### src/rtl/acc_pkg.sv
// Shared accelerator types plus channel-count and channel-ID definitions
// used by the multi-channel memory controller.
package acc_pkg;

  typedef logic [31:0] data_t;
  typedef logic [31:0] addr_t;

  localparam int MEM_CTL_NUM_CH = 4;

  typedef logic [$clog2(MEM_CTL_NUM_CH)-1:0] ch_id_t;

endpackage

### src/rtl/mem_ctl_rr_arb.sv
// Round-robin arbiter: grants the first requester at or after its pointer
// and moves the pointer past the winner only when the grant is consumed.
module mem_ctl_rr_arb #(
  parameter  int N   = 4,
  localparam int IDW = (N > 1) ? $clog2(N) : 1
) (
  input  logic           clk_i,
  input  logic           rst_i,
  input  logic [N-1:0]   req_i,
  input  logic           advance_i,
  output logic [IDW-1:0] gnt_id_o,
  output logic           gnt_vld_o
);

  logic [IDW-1:0] ptr_q, ptr_d;
  int             idx;

  // Scan from the far end down so the lowest offset from ptr wins last.
  always_comb begin
    gnt_id_o  = '0;
    gnt_vld_o = 1'b0;
    idx       = 0;
    for (int k = N - 1; k >= 0; k--) begin
      idx = (int'(ptr_q) + k) % N;
      if (req_i[IDW'(idx)]) begin
        gnt_id_o  = IDW'(idx);
        gnt_vld_o = 1'b1;
      end
    end
    ptr_d = ptr_q;
    if (advance_i && gnt_vld_o)
      ptr_d = (gnt_id_o == IDW'(N - 1)) ? '0 : gnt_id_o + IDW'(1);
  end

  always_ff @(posedge clk_i) begin
    if (rst_i) ptr_q <= '0;
    else       ptr_q <= ptr_d;
  end

endmodule

### src/rtl/mem_ctl_mc.sv
// Multi-channel memory controller: RR read/write arbitration, in-order read
// routing through an ID FIFO, sticky unsolicited-rvalid error.
// Optional per-channel handshake counters under MEM_CTL_MC_PERF_EN.
module mem_ctl_mc
  import acc_pkg::*;
#(
  parameter int NUM_CH    = MEM_CTL_NUM_CH,
  parameter int DATA_W    = 32,
  parameter int ADDR_W    = 32,
  parameter int MAX_OUTST = 4
) (
  input  logic                           clk_i,
  input  logic                           rst_i,
  input  logic [DATA_W-1:0]              mem_rdata_i,
  input  logic                           mem_rvalid_i,
  input  logic                           mem_rready_i,
  input  logic                           mem_wready_i,
  output logic                           mem_rden_o,
  output logic [ADDR_W-1:0]              mem_raddr_o,
  output logic                           mem_wren_o,
  output logic [ADDR_W-1:0]              mem_waddr_o,
  output logic [DATA_W-1:0]              mem_wdata_o,
  input  logic [NUM_CH-1:0]              ctl_rden_i,
  input  logic [NUM_CH-1:0][ADDR_W-1:0]  ctl_raddr_i,
  output logic [NUM_CH-1:0]              ctl_rready_o,
  output logic [NUM_CH-1:0]              ctl_rvalid_o,
  output logic [DATA_W-1:0]              ctl_rdata_o,
  input  logic [NUM_CH-1:0]              ctl_wren_i,
  input  logic [NUM_CH-1:0][ADDR_W-1:0]  ctl_waddr_i,
  input  logic [NUM_CH-1:0][DATA_W-1:0]  ctl_wdata_i,
  output logic [NUM_CH-1:0]              ctl_wready_o,
  output logic                           err_o
`ifdef MEM_CTL_MC_PERF_EN
  ,
  output logic [NUM_CH-1:0][31:0]        perf_rd_cnt_o,
  output logic [NUM_CH-1:0][31:0]        perf_wr_cnt_o
`endif
);

  localparam int CHW = $clog2(NUM_CH);
  localparam int PW  = $clog2(MAX_OUTST);
  localparam int CW  = PW + 1;

  logic [CHW-1:0] rgnt, wgnt;
  logic           rgnt_vld, wgnt_vld;
  logic           rd_hs, wr_hs, pop, fifo_full, fifo_empty;

  logic [CHW-1:0] fifo_q [MAX_OUTST];
  logic [CHW-1:0] fifo_d [MAX_OUTST];
  logic [PW-1:0]  wp_q, wp_d, rp_q, rp_d;
  logic [CW-1:0]  cnt_q, cnt_d;
  logic           err_q, err_d;

  mem_ctl_rr_arb #(.N(NUM_CH)) u_rd_arb (
    .clk_i     (clk_i),
    .rst_i     (rst_i),
    .req_i     (ctl_rden_i),
    .advance_i (rd_hs),
    .gnt_id_o  (rgnt),
    .gnt_vld_o (rgnt_vld)
  );

  mem_ctl_rr_arb #(.N(NUM_CH)) u_wr_arb (
    .clk_i     (clk_i),
    .rst_i     (rst_i),
    .req_i     (ctl_wren_i),
    .advance_i (wr_hs),
    .gnt_id_o  (wgnt),
    .gnt_vld_o (wgnt_vld)
  );

  // A full FIFO blocks the request even when a pop frees a slot this cycle.
  always_comb begin
    fifo_full   = (cnt_q == CW'(MAX_OUTST));
    fifo_empty  = (cnt_q == '0);
    mem_rden_o  = rgnt_vld & ~fifo_full;
    rd_hs       = mem_rden_o & mem_rready_i;
    pop         = mem_rvalid_i & ~fifo_empty;
    mem_raddr_o = rgnt_vld ? ctl_raddr_i[rgnt] : '0;

    ctl_rready_o = '0;
    if (rd_hs) ctl_rready_o[rgnt] = 1'b1;

    ctl_rvalid_o = '0;
    ctl_rdata_o  = '0;
    if (pop) begin
      ctl_rvalid_o[fifo_q[rp_q]] = 1'b1;
      ctl_rdata_o                = mem_rdata_i;
    end

    fifo_d = fifo_q;
    wp_d   = wp_q;
    rp_d   = rp_q;
    if (rd_hs) begin
      fifo_d[wp_q] = rgnt;
      wp_d         = wp_q + PW'(1);
    end
    if (pop) rp_d = rp_q + PW'(1);
    cnt_d = cnt_q + CW'(rd_hs) - CW'(pop);

    err_d = err_q | (mem_rvalid_i & fifo_empty);
  end

  always_comb begin
    mem_wren_o   = wgnt_vld;
    wr_hs        = wgnt_vld & mem_wready_i;
    mem_waddr_o  = wgnt_vld ? ctl_waddr_i[wgnt] : '0;
    mem_wdata_o  = wgnt_vld ? ctl_wdata_i[wgnt] : '0;
    ctl_wready_o = '0;
    if (wgnt_vld) ctl_wready_o[wgnt] = mem_wready_i;
  end

  always_ff @(posedge clk_i) begin
    if (rst_i) begin
      wp_q  <= '0;
      rp_q  <= '0;
      cnt_q <= '0;
      err_q <= 1'b0;
    end else begin
      wp_q  <= wp_d;
      rp_q  <= rp_d;
      cnt_q <= cnt_d;
      err_q <= err_d;
    end
    fifo_q <= fifo_d;
  end

  assign err_o = err_q;

`ifdef MEM_CTL_MC_PERF_EN
  logic [NUM_CH-1:0][31:0] perf_rd_q, perf_rd_d, perf_wr_q, perf_wr_d;

  // Saturating counters: stick at all-ones rather than wrapping.
  always_comb begin
    perf_rd_d = perf_rd_q;
    perf_wr_d = perf_wr_q;
    for (int c = 0; c < NUM_CH; c++) begin
      if (rd_hs && rgnt == CHW'(c) && perf_rd_q[c] != '1)
        perf_rd_d[c] = perf_rd_q[c] + 32'd1;
      if (wr_hs && wgnt == CHW'(c) && perf_wr_q[c] != '1)
        perf_wr_d[c] = perf_wr_q[c] + 32'd1;
    end
  end

  always_ff @(posedge clk_i) begin
    if (rst_i) begin
      perf_rd_q <= '0;
      perf_wr_q <= '0;
    end else begin
      perf_rd_q <= perf_rd_d;
      perf_wr_q <= perf_wr_d;
    end
  end

  assign perf_rd_cnt_o = perf_rd_q;
  assign perf_wr_cnt_o = perf_wr_q;
`endif

endmodule
### config.mk
export PLATFORM = sky130hd
export DESIGN_NAME = mem_ctl_mc
export DESIGN_NICKNAME = d
export VERILOG_FILES = /design/src/rtl/acc_pkg.sv /design/src/rtl/mem_ctl_rr_arb.sv /design/src/rtl/mem_ctl_mc.sv
export SDC_FILE = /design/constraint.sdc
export NUM_CORES = 1
export LEC_CHECK = 0
export CORE_AREA = 2 2 222 224
export CTS_CLUSTER_DIAMETER = 200
export DETAILED_ROUTE_END_ITERATION = 8
export DIE_AREA = 0 0 224 226
export MAX_ROUTING_LAYER = met4
export PLACE_DENSITY = 0.37
export SKIP_LAST_GASP = 1
export SLEW_MARGIN = 20
export SYNTH_ARGS = -nofsm -noshare
export SYNTH_HDL_FRONTEND = slang
export SYNTH_HIERARCHICAL = 1
export SYNTH_SLANG_ARGS = --single-unit
### constraint.sdc
create_clock -name clk_i -period 5.7 [get_ports clk_i]
set_clock_uncertainty 0.1 [all_clocks]
set_input_delay 1.14 -clock clk_i [delete_from_list [all_inputs] [get_ports clk_i]]
set_output_delay 1.14 -clock clk_i [all_outputs]
set_load 0.01 [all_outputs]
# --- Word level (Yosys, flattened, before mapping) ---
# Index checks and enable logic that the tools add are counted.
totals:
  register_bits: 20
  inputBits: 429
  output_inout_bits: 143
op_classes:
  n_addsub: 12
  magnitude_cmp: 17
  eq_ne: 3
  n_mux: 67
  n_bitwise: 11
  reduce_logical: 7
op_table:
  columns: ["op", "n"]
  rows:
  - ["two-way mux 32 bit", 7]
  - ["binary-select mux 32 bit (select 2 bit)", 3]
  - ["less-than comparator 2 x 4 -> 1 bit, second input constant", 8]
  - ["two-way mux 1 bit", 27]
  - ["two-way mux 2 bit", 13]
  - ["binary-select mux 1 bit (select 2 bit)", 8]
  - ["adder 2 x 1 -> 2 bit, second input constant", 6]
  - ["two-way mux 4 bit", 3]
  - ["less-than comparator 2 x 3 -> 1 bit, second input constant", 3]
  - ["adder 2 bit, second input constant", 4]
  - ["bitwise mux 8 bit", 1]
  - ["demux 1 bit (select 2 bit)", 3]
  - [">= comparator 2 x 1 -> 1 bit, second input constant", 3]
  - [">= comparator 3 bit, second input constant", 2]
  - ["logical AND 1 bit", 6]
  - ["NOT 2 -> 3 bit", 2]
  - ["AND 1 bit", 5]
  - ["AND 4 bit", 1]
  - ["binary-select mux 2 bit (select 2 bit)", 1]
  - ["demux 2 bit (select 2 bit)", 1]
  - ["== test 2 bit, second input constant", 2]
  - ["adder 3 x 1 -> 3 bit", 1]
  - ["== test 3 bit, second input constant", 1]
  - ["logical NOT 3 bit", 1]
  - ["other kinds (4)", 5]

# --- Logic depth before layout (Yosys ltp) ---
# Gate-level depths: netlist (run 1).
depth:
  depth_word: 14
  depth_mapped: 11
  depth_no_buf: 10

# --- Modules after synthesis ---
# The synthesis (run 1) kept the hierarchy.
modules_own_cells:
  columns: ["module", "instances", "cells_each", "area_per_inst_um2", "seq_area_each_um2"]
  rows:
  - ["mem_ctl_mc", 1, 338, 4015.1, 400.4]
  - ["mem_ctl_rr_arb", 2, 23, 171.4, 40.0]

# --- Worst setup path before layout (run 1) ---
# OpenSTA, ideal clock, no wires.
synth_timing:
  path_type: "input port to output port"
  start: "in ctl_rden_i[0]"
  end: "out mem_raddr_o[25]"
  arrival_ns: 2.878
  required_ns: 4.460
  setup_slack_ns: 1.582
  cell_stages: 6
  path_buffers: 2
  cell_sequence: "a221o_1 > a21oi_4 > buf_4 > buf_2 > mux4_2 > and2_1"
synth_between:
  elab_chain_cells: 10
  word_cells_on_any_way: 23
  cone_classes: "mux (23)"
synth_lines:
  columns: ["element", "line", "source"]
  rows:
  - ["start, declared", "mem_ctl_mc.sv:23", "input logic [NUM_CH-1:0] ctl_rden_i,"]
  - ["binary-select mux 1 bit (select 2 bit)", "mem_ctl_rr_arb.sv:25", "if (req_i[IDW'(idx)]) begin"]
  - ["two-way mux 1 bit (not written as such) (2 in a row)", "mem_ctl_rr_arb.sv:25", null]
  - ["two-way mux 2 bit (3 in a row)", "mem_ctl_rr_arb.sv:25", null]
  - ["two-way mux 2 bit *", "mem_ctl_rr_arb.sv:25", null]
  - ["net rgnt[0]", "mem_ctl_mc.sv:44", "logic [CHW-1:0] rgnt, wgnt;"]
  - ["binary-select mux 32 bit (select 2 bit) *", "mem_ctl_mc.sv:79", "mem_raddr_o = rgnt_vld ? ctl_raddr_i[rgnt] : '0;"]
  - ["two-way mux 32 bit (not written as such) *", "mem_ctl_mc.sv:79", null]
  - ["two-way mux 32 bit *", "mem_ctl_mc.sv:79", null]
  - ["end, declared", "mem_ctl_mc.sv:19", "output logic [ADDR_W-1:0] mem_raddr_o,"]
# Mark *: on every way through the listed nets, which the timed path passes. The rest lies on a longest branch. The select of a mux whose other input is x is not followed.

# --- Worst setup path after layout (run 1) ---
layout_timing:
  start: "in ctl_wren_i[1]"
  end: "out mem_wdata_o[18]"
layout_between:
  elab_chain_cells: 10
  word_cells_on_any_way: 23
  cone_classes: "mux (23)"
layout_lines:
  columns: ["element", "line", "source"]
  rows:
  - ["start, declared", "mem_ctl_mc.sv:28", "input logic [NUM_CH-1:0] ctl_wren_i,"]
  - ["binary-select mux 1 bit (select 2 bit)", "mem_ctl_rr_arb.sv:25", null]
  - ["two-way mux 1 bit (not written as such) (2 in a row)", "mem_ctl_rr_arb.sv:25", null]
  - ["two-way mux 2 bit (3 in a row)", "mem_ctl_rr_arb.sv:25", null]
  - ["two-way mux 2 bit *", "mem_ctl_rr_arb.sv:25", null]
  - ["net wgnt[0]", "mem_ctl_mc.sv:44", null]
  - ["binary-select mux 32 bit (select 2 bit) *", "mem_ctl_mc.sv:108", "mem_wdata_o = wgnt_vld ? ctl_wdata_i[wgnt] : '0;"]
  - ["two-way mux 32 bit (not written as such) *", "mem_ctl_mc.sv:108", null]
  - ["two-way mux 32 bit *", "mem_ctl_mc.sv:108", null]
  - ["end, declared", "mem_ctl_mc.sv:22", "output logic [DATA_W-1:0] mem_wdata_o,"]
# Marked as above.

==> results of run 1 <==
[power breakdown]
group / switching, mW / leakage [nW] / internal, mW
registers: 0.0324 / 0.174 / 0.182
logic: 0.587 / 3.47 / 1.01
clock network: 0.0642 / 0.0511 / 0.140
[synthesized netlist by cell type (4+ instances only)]
| cell type | number | share of area, % |
|---|---|---|
| and2_1 | 135 | 19 |
| mux4_2 | 98 | 51 |
| clkbuf_1 | 22 | 1.9 |
| nor2_1 | 17 | 1.5 |
| dfxtp_1 | 12 | 5.5 |
| inv_1 | 10 | 0.86 |
| buf_2 | 9 | 1.0 |
| a21oi_1 | 8 | 0.92 |
| edfxtp_1 | 8 | 5.5 |
| ha_1 | 5 | 1.4 |
| nand2b_1 | 5 | 0.72 |
| inv_2 | 4 | 0.34 |
| nand2_1 | 4 | 0.34 |
| nor3_1 | 4 | 0.46 |
[worst max-delay path, stage by stage]
cell	delay (ns)
clkdlybuf4s50_1	0.54
inv_2	0.05
a221o_1	0.35
a21oi_4	0.19
buf_12	0.37
mux4_2	0.56
and2_1	0.17
clkdlybuf4s50_1	0.51
[stage by stage]
stage          area, sq um  total power [mW]  hold WS, ns
4_1_cts              10900             2.060       0.3797
3_5_place_dp         10790             1.840       0.3626
3_3_place_gp         10790             1.851       0.3587
2_1_floorplan         4358            0.9655       0.3820
6_report             10900             2.012       0.3708
5_1_grt              10900             2.157       0.4259
[kinds of logic (layout without fill, tap and decap cells)]
logic type                 count (synthesis)  in the layout
AOI/OAI and AO/OA                         23             23
xor gates and xnor gates                   5              5
adders and majority gates                  6              6
buffers and inverters                     53            599
DFF                                       20             20
muxes                                    101            101
other                                      0              3
and+or+nand+nor                          176            176
[path summary, 6_finish.rpt]
check / cells after the start / from / slack [ns] / endpoint
max reg2reg: 9 / cnt_q[1]$_SDFF_PP0_ / 3.58 / cnt_q[2]$_SDFF_PP0_
min reg2reg: 2 / err_o$_SDFF_PP0_ / 0.37 / err_o$_SDFF_PP0_
min: 2 / err_o$_SDFF_PP0_ / 0.37 / err_o$_SDFF_PP0_
max: 8 / ctl_wren_i[1] / 0.48 / mem_wdata_o[18]
[final cells by class]
type	count	area (sq um)
timing repair buffer	581	5853
antenna	3	7.507
sequential	20	480.5
fill	5226	37440
multi-input combinational	311	3627
clock buffer	3	75.07
inverter	14	52.55
clock inverter	1	30.03
tap	622	778.2
[routing by layer]
layer | wire length (um) | global-route usage [%]
met1 | 10970 | 12.19
met2 | 16140 | 21.25
met3 | 2604 | 2.836
met4 | 425 | 1.935
met5 | 0 | -
[state kept, by name, summed over array words and instances (netlist names)]
| register | count |
|---|---|
| fifo_q | 8 |
| cnt_q | 3 |
| u_wr_arb/ptr_q | 2 |
| u_rd_arb/ptr_q | 2 |
| wp_q | 2 |
| rp_q | 2 |
| err_o | 1 |
==> qor.yml, run 1 <==
status:
  outcome: "completed"
yosys:
  synth_compound_area_share_pct: 4.249
  synth_edf_count: 8
  synthArstFlopShare_pct: 0
  syn_area_sq_um: 4358
  synth_flop_cell: "dfxtp_1"
  synthesis.nets: 819
  synth_fa_ha_area_share_pct: 1.895
  synth_xor_area_share_pct: 1.005
  yosysUniqueCellTypes: 37
  muxShareOfSynthArea_pct: 51.36
  ys_ff_latch: 20
  syn_avg_cell_area_sq_um: 11.35
  synthCells: 384
  synthSimpleGateAreaFrac_pct: 24.09
  seq_area_frac_synth_pct: 11.02
  synth_top_family_by_area: "multiplexers"
  yosys_warnings: 6
placement:
  dp_hpwl_mm: 26.04
  place_ws_ns: 0.4386
  gp_congestion: 0.7614
  placedCellCount: 1548
  io_buffer_count: 571
detailed_routing:
  drc: 0
  antenna_left: 0
  dr.pass1.iters: 4
  routed_wl_mm: 30.14
  vias: 5587
  drtIter0Drc: 180
  avgViaCountPerCell: 3.593
  post_drt_wl_per_cell_um: 19.38
grt:
  grt_pass1_vias: 5923
  grt_overflow: 0
  grt_max_degree: 54
  grtUsageTotal_pct: 11.35
  grt_pass1_wl_mm: 41.08
  antenna_found_initial: 3
sta:
  slew_headroom_pct: 45.98
  fmax_mhz: 191.7
  tightest_slew_ns: 0.8078
  finalWorstSetupSlack_ns: 0.4847
  finalHoldViolations: 0
  fin_setup_tns_ns: 0
  min_period_ns: 5.215
  setup_viol: 0
  finalCritPeriodShare_pct: 91.50
  maxSlewViolCount: 0
  rsz0062_at_grt: "false"
die:
  die_w_um: 224
  core_sq_um: 48340
  ioPinCount: 572
  start_util_pct: 9.015
  design.die.area_sq_um: 50620
  dieHeight_um: 226
  row_count: 81
cts:
  post_cts_resize_count: 0
  cts-root-buf: "clkbuf_16"
  cts_hold_buf: 0
  cts_buffer_depth: 2
  clock-sinks: 20
  numCtsBuffers: 3
  postCtsSetupBuffers: 0
  clkLatencyLatePin_ns: 0.26
  cts_tree: "yes"
  path_clk_slew_ns: 0.06
  cts-htree-levels: 1
worst_hold_path:
  hp-class: "reg2reg"
cells_and_area:
  mostFrequentLayoutCell: "clkdlybuf4s50_1"
  final_cell_mix: "571 x clkdlybuf4s50_1, 135 x and2_1, 98 x mux4_2"
  syn2layout_area_growth_pct: 150.2
  finish.utilization_pct: 22.56
  finalNonFillerCells: 1555
  drive_gt1_share_pct: 13.33
  fin_nets: 1366
job:
  cap_viol_max_count: 0
setup_path:
  arrival_ns: 3.98
  worstPathRequired_ns: 4.46
  end_kind: "output pin"
  start_kind: "input pin"
  critPathMaxFanout: 53
  critPathKind: "in2out"
power:
  p_leak_nw: 3.693
  vdd_drop_max_mv: 0.09654
  power_density_nw_per_um2: 184.5
(Power assumes the default switching activity.)
==> run 2, diff against run 1 <==
- CTS_BUF_LIST: default -> sky130_fd_sc_hd__clkbuf_8
==> qor.yml, run 2 (synthesis results as in run 1) <==
status:
  outcome: "completed"
detailed_routing:
  drtIter0Drc: 191
  post_drt_wl_per_cell_um: 19.38
  drc: 0
  antenna_left: 0
  vias: 5616
  routed_wl_mm: 30.14
  dr.pass1.iters: 4
  avgViaCountPerCell: 3.612
grt:
  grt_max_degree: 54
  grt_overflow: 0
  grt_pass1_wl_mm: 41.06
  grt_pass1_vias: 5923
  grtUsageTotal_pct: 11.35
  antenna_found_initial: 3
power:
  p_seq_share_pct: 10.9
  netSwitchingFraction_pct: 34.61
  p_leak_nw: 3.677
  combPwrFrac_pct: 81.3
  p_clk_share_pct: 7.8
  vdd_drop_max_mv: 0.08155
  power_density_nw_per_um2: 180.4
  total_power_mw: 1.962
  intPower_mw: 1.283
  p_sw_mw: 0.6788
cts:
  cts-root-buf: "clkbuf_8"
  cts_buffer_depth: 2
  post_cts_resize_count: 0
  clkLatencyLatePin_ns: 0.27
  path_clk_slew_ns: 0.09
  cts-htree-levels: 1
  clock-sinks: 20
  cts_hold_buf: 0
  numCtsBuffers: 3
  postCtsSetupBuffers: 0
  cts_tree: "yes"
sta:
  fin_setup_tns_ns: 0
  finalWorstSetupSlack_ns: 0.4821
  tightest_slew_ns: 0.7563
  fmax_mhz: 191.6
  slew_headroom_pct: 49.42
  maxSlewViolCount: 0
  finalHoldViolations: 0
  rsz0062_at_grt: "false"
  setup_viol: 0
  fin_hold_ws_ns: 0.3723
  min_period_ns: 5.218
  finalCritPeriodShare_pct: 91.54
placement:
  place_ws_ns: 0.4386
  gp_congestion: 0.7614
  io_buffer_count: 571
  place_area_sq_um: 10790
  dp_hpwl_mm: 26.04
  placedCellCount: 1548
cells_and_area:
  regMostFlops: "fifo_q"
  mostFrequentLayoutCell: "clkdlybuf4s50_1"
  largest_register_ffs: 8
  fin_nets: 1366
  finish.utilization_pct: 22.49
  final_cell_mix: "571 x clkdlybuf4s50_1, 135 x and2_1, 98 x mux4_2"
  finalNonFillerCells: 1555
  final_area_sq_um: 10870
  drive_gt1_share_pct: 13.33
  reg.largest.list: "fifo_q (8), cnt_q (3)"
  syn2layout_area_growth_pct: 149.4
job:
  cap_viol_max_count: 0
die:
  ioPinCount: 572
  core_sq_um: 48340
  die_w_um: 224
  start_util_pct: 9.015
  design.die.area_sq_um: 50620
  dieHeight_um: 226
  row_count: 81
setup_path:
  critPathMaxFanout: 53
  end_kind: "output pin"
  critPathKind: "in2out"
  start_kind: "input pin"
  arrival_ns: 3.98
  worstPathRequired_ns: 4.46
worst_hold_path:
  hp-class: "reg2reg"
==> run 2: cell types whose count changed in the layout (fill, tap and decap cells not counted) <==
cell,delta
clkbuf_16,-3
clkbuf_8,+3
==> run 2: critical path: stages <==
cell and delay, ns:
clkdlybuf4s50_1 0.54, inv_2 0.05, a221o_1 0.35, a21oi_4 0.19, buf_12 0.37, mux4_2 0.56, and2_1 0.17, clkdlybuf4s50_1 0.51
==> run 2: power groups by stage <==
| stage | Clock, mW | Combinational [mW] | Sequential, mW |
|---|---|---|---|
| floorplan | 0 | 0.756 | 0.210 |
| global placement | 0 | 1.63 | 0.218 |
| finish | 0.153 | 1.59 | 0.214 |
| global route | 0.169 | 1.72 | 0.220 |
| CTS | 0.163 | 1.63 | 0.215 |
| detailed placement | 0 | 1.62 | 0.218 |
==> run 2: area by class of cell <==
cell class	count	area (sq um)
repair buffers	581	5853
clock inverters	1	30.03
multi-input cells	311	3627
fillers	5228	37470
well taps	622	778.2
flip-flops and latches	20	480.5
inverters	14	52.55
clock buffers	3	41.29
diodes	3	7.507
==> run 2: routing by layer <==
| metal | share of wire (%) | track usage, % | vias to the layer above |
|---|---|---|---|
| li1 | - | - | 2560 |
| met4 | 1.5 | 1.935 | 0 |
| met5 | 0 | - | - |
| met3 | 8.6 | 2.836 | 18 |
| met2 | 53 | 21.26 | 350 |
| met1 | 36 | 12.17 | 2688 |
==> run 2: final timing paths <==
path              cells past startpoint  slack (ns)                   to           startpoint
setup / recovery                      8        0.48      mem_wdata_o[18]        ctl_wren_i[1]
hold reg to reg                       2        0.37     err_o$_SDFF_PP0_     err_o$_SDFF_PP0_
hold / removal                        2        0.37     err_o$_SDFF_PP0_     err_o$_SDFF_PP0_
setup reg to reg                      9        3.58  cnt_q[2]$_SDFF_PP0_  cnt_q[1]$_SDFF_PP0_
==> run 3, diff against run 2 <==
- GPL_ROUTABILITY_DRIVEN: default -> 0
- HOLD_SLACK_MARGIN: default -> 0.06
- clock period: 5.7 -> 6.1 ns (I/O delays scaled with it)
==> qor.yml, run 3 (synthesis results as in run 1) <==
sta:
  tightest_slew_ns: 0.9297
  finalCritPeriodShare_pct: 88.46
  fmax_mhz: 185.3
  rsz0062_at_grt: "false"
  finalHoldViolations: 0
  fin_hold_ws_ns: 0.3780
  min_period_ns: 5.396
  slew_headroom_pct: 37.88
  setup_viol: 0
  maxSlewViolCount: 0
  fin_setup_tns_ns: 0
  finalWorstSetupSlack_ns: 0.7038
cells_and_area:
  nFillCells: 5254
  regMostFlops: "fifo_q"
  largest_register_ffs: 8
  fin_nets: 1370
  final_area_sq_um: 10910
  drive_gt1_share_pct: 13.70
  mostFrequentLayoutCell: "clkdlybuf4s50_1"
  syn2layout_area_growth_pct: 150.2
  final_cell_mix: "571 x clkdlybuf4s50_1, 135 x and2_1, 98 x mux4_2"
  reg.largest.list: "fifo_q (8), cnt_q (3)"
worst_hold_path:
  hp-class: "reg2reg"
detailed_routing:
  avgViaCountPerCell: 3.552
  post_drt_wl_per_cell_um: 19.41
  drc: 0
  drtIter0Drc: 180
  antenna_left: 0
  dr.pass1.iters: 4
  vias: 5545
  routed_wl_mm: 30.29
die:
  dieHeight_um: 226
  ioPinCount: 572
  die_w_um: 224
  design.die.area_sq_um: 50620
  core_sq_um: 48340
  row_count: 81
  start_util_pct: 9.015
cts:
  numCtsBuffers: 3
  cts-htree-levels: 1
  postCtsSetupBuffers: 0
  cts_buffer_depth: 2
  clkLatencyLatePin_ns: 0.28
  clock-sinks: 20
  cts_tree: "yes"
  post_cts_resize_count: 0
  path_clk_slew_ns: 0.09
  cts-root-buf: "clkbuf_8"
  cts_hold_buf: 0
job:
  cap_viol_max_count: 0
placement:
  place_ws_ns: 0.6533
  dp_hpwl_mm: 26.21
  place_area_sq_um: 10820
  io_buffer_count: 571
setup_path:
  r2r.worst_path.cells: 6
  arrival_ns: 4.08
  reg2reg_slack_ns: 3.92
  critPathKind: "in2out"
  start_kind: "input pin"
  endpoint: "mem_wdata_o[1]"
  worstPathRequired_ns: 4.78
  critPathMaxFanout: 21
  cp-startpoint: "ctl_wren_i[0]"
  end_kind: "output pin"
  r2r_start: "u_wr_arb/ptr_q[1]$_SDFFE_PP0P_"
  rr_endpoint: "u_wr_arb/ptr_q[1]$_SDFFE_PP0P_"
grt:
  grtUsageTotal_pct: 11.38
  grt_max_degree: 54
  grt_pass1_wl_mm: 41.28
  grt_overflow: 0
  grt_pass1_vias: 5993
  antenna_found_initial: 4
power:
  power_density_nw_per_um2: 169.1
  vdd_drop_max_mv: 0.06417
  total_power_mw: 1.844
  p_leak_nw: 3.695
status:
  outcome: "completed"
==> run 3: layer usage <==
metal / up-vias / share of wire (%) / track usage, %
li1: 2569 / - / -
met1: 2633 / 36 / 11.87
met2: 333 / 55 / 21.79
met3: 10 / 8.9 / 2.927
met4: 0 / 0.94 / 1.677
met5: - / 0 / -
==> run 3: critical path, cell delays in order <==
cell	delay, ns
clkdlybuf4s50_1	0.48
a21oi_1	0.16
o21ai_0	0.15
a21oi_4	0.78
buf_12	0.26
mux4_2	0.32
and2_1	0.18
clkdlybuf4s50_1	0.52
==> run 3: report_power, final <==
group	switching, mW	total [mW]	internal (mW)	leakage (nW)
Clock	0.0564	0.144	0.0879	0.0357
Sequential	0.0321	0.202	0.170	0.174
Combinational	0.551	1.50	0.947	3.49
==> run 3: cell type report <==
class	instances	area (sq um)	share of cell area, %
Clock buffer	3	41.29	0.3786
Antenna cell	5	12.51	0.1147
Inverter	14	52.55	0.4819
Sequential cell	20	480.5	4.406
Timing Repair Buffer	585	5883	53.95
Clock inverter	1	30.03	0.2754
Tap cell	622	778.2	7.136
Multi-Input combinational cell	311	3627	33.26
==> run 3: metrics by stage <==
stage	util [%]	cells
floorplan	-	384
global placement	22.39	1552
detailed placement	22.39	1552
CTS	22.53	1556
global route	22.55	1560
finish	22.56	1561
==> run 3: worst min-delay path by stage <==
| stage | from | endpoint | slack [ns] | cells past startpoint |
|---|---|---|---|---|
| global placement | err_o$_SDFF_PP0_ | err_o$_SDFF_PP0_ | 0.36 | 2 |
| CTS | err_o$_SDFF_PP0_ | err_o$_SDFF_PP0_ | 0.39 | 2 |
| global route | err_o$_SDFF_PP0_ | err_o$_SDFF_PP0_ | 0.43 | 2 |
| floorplan | wp_q[1]$_SDFFE_PP0P_ | wp_q[1]$_SDFFE_PP0P_ | 0.38 | 2 |
| detailed placement | err_o$_SDFF_PP0_ | err_o$_SDFF_PP0_ | 0.36 | 2 |
| finish | err_o$_SDFF_PP0_ | err_o$_SDFF_PP0_ | 0.38 | 2 |
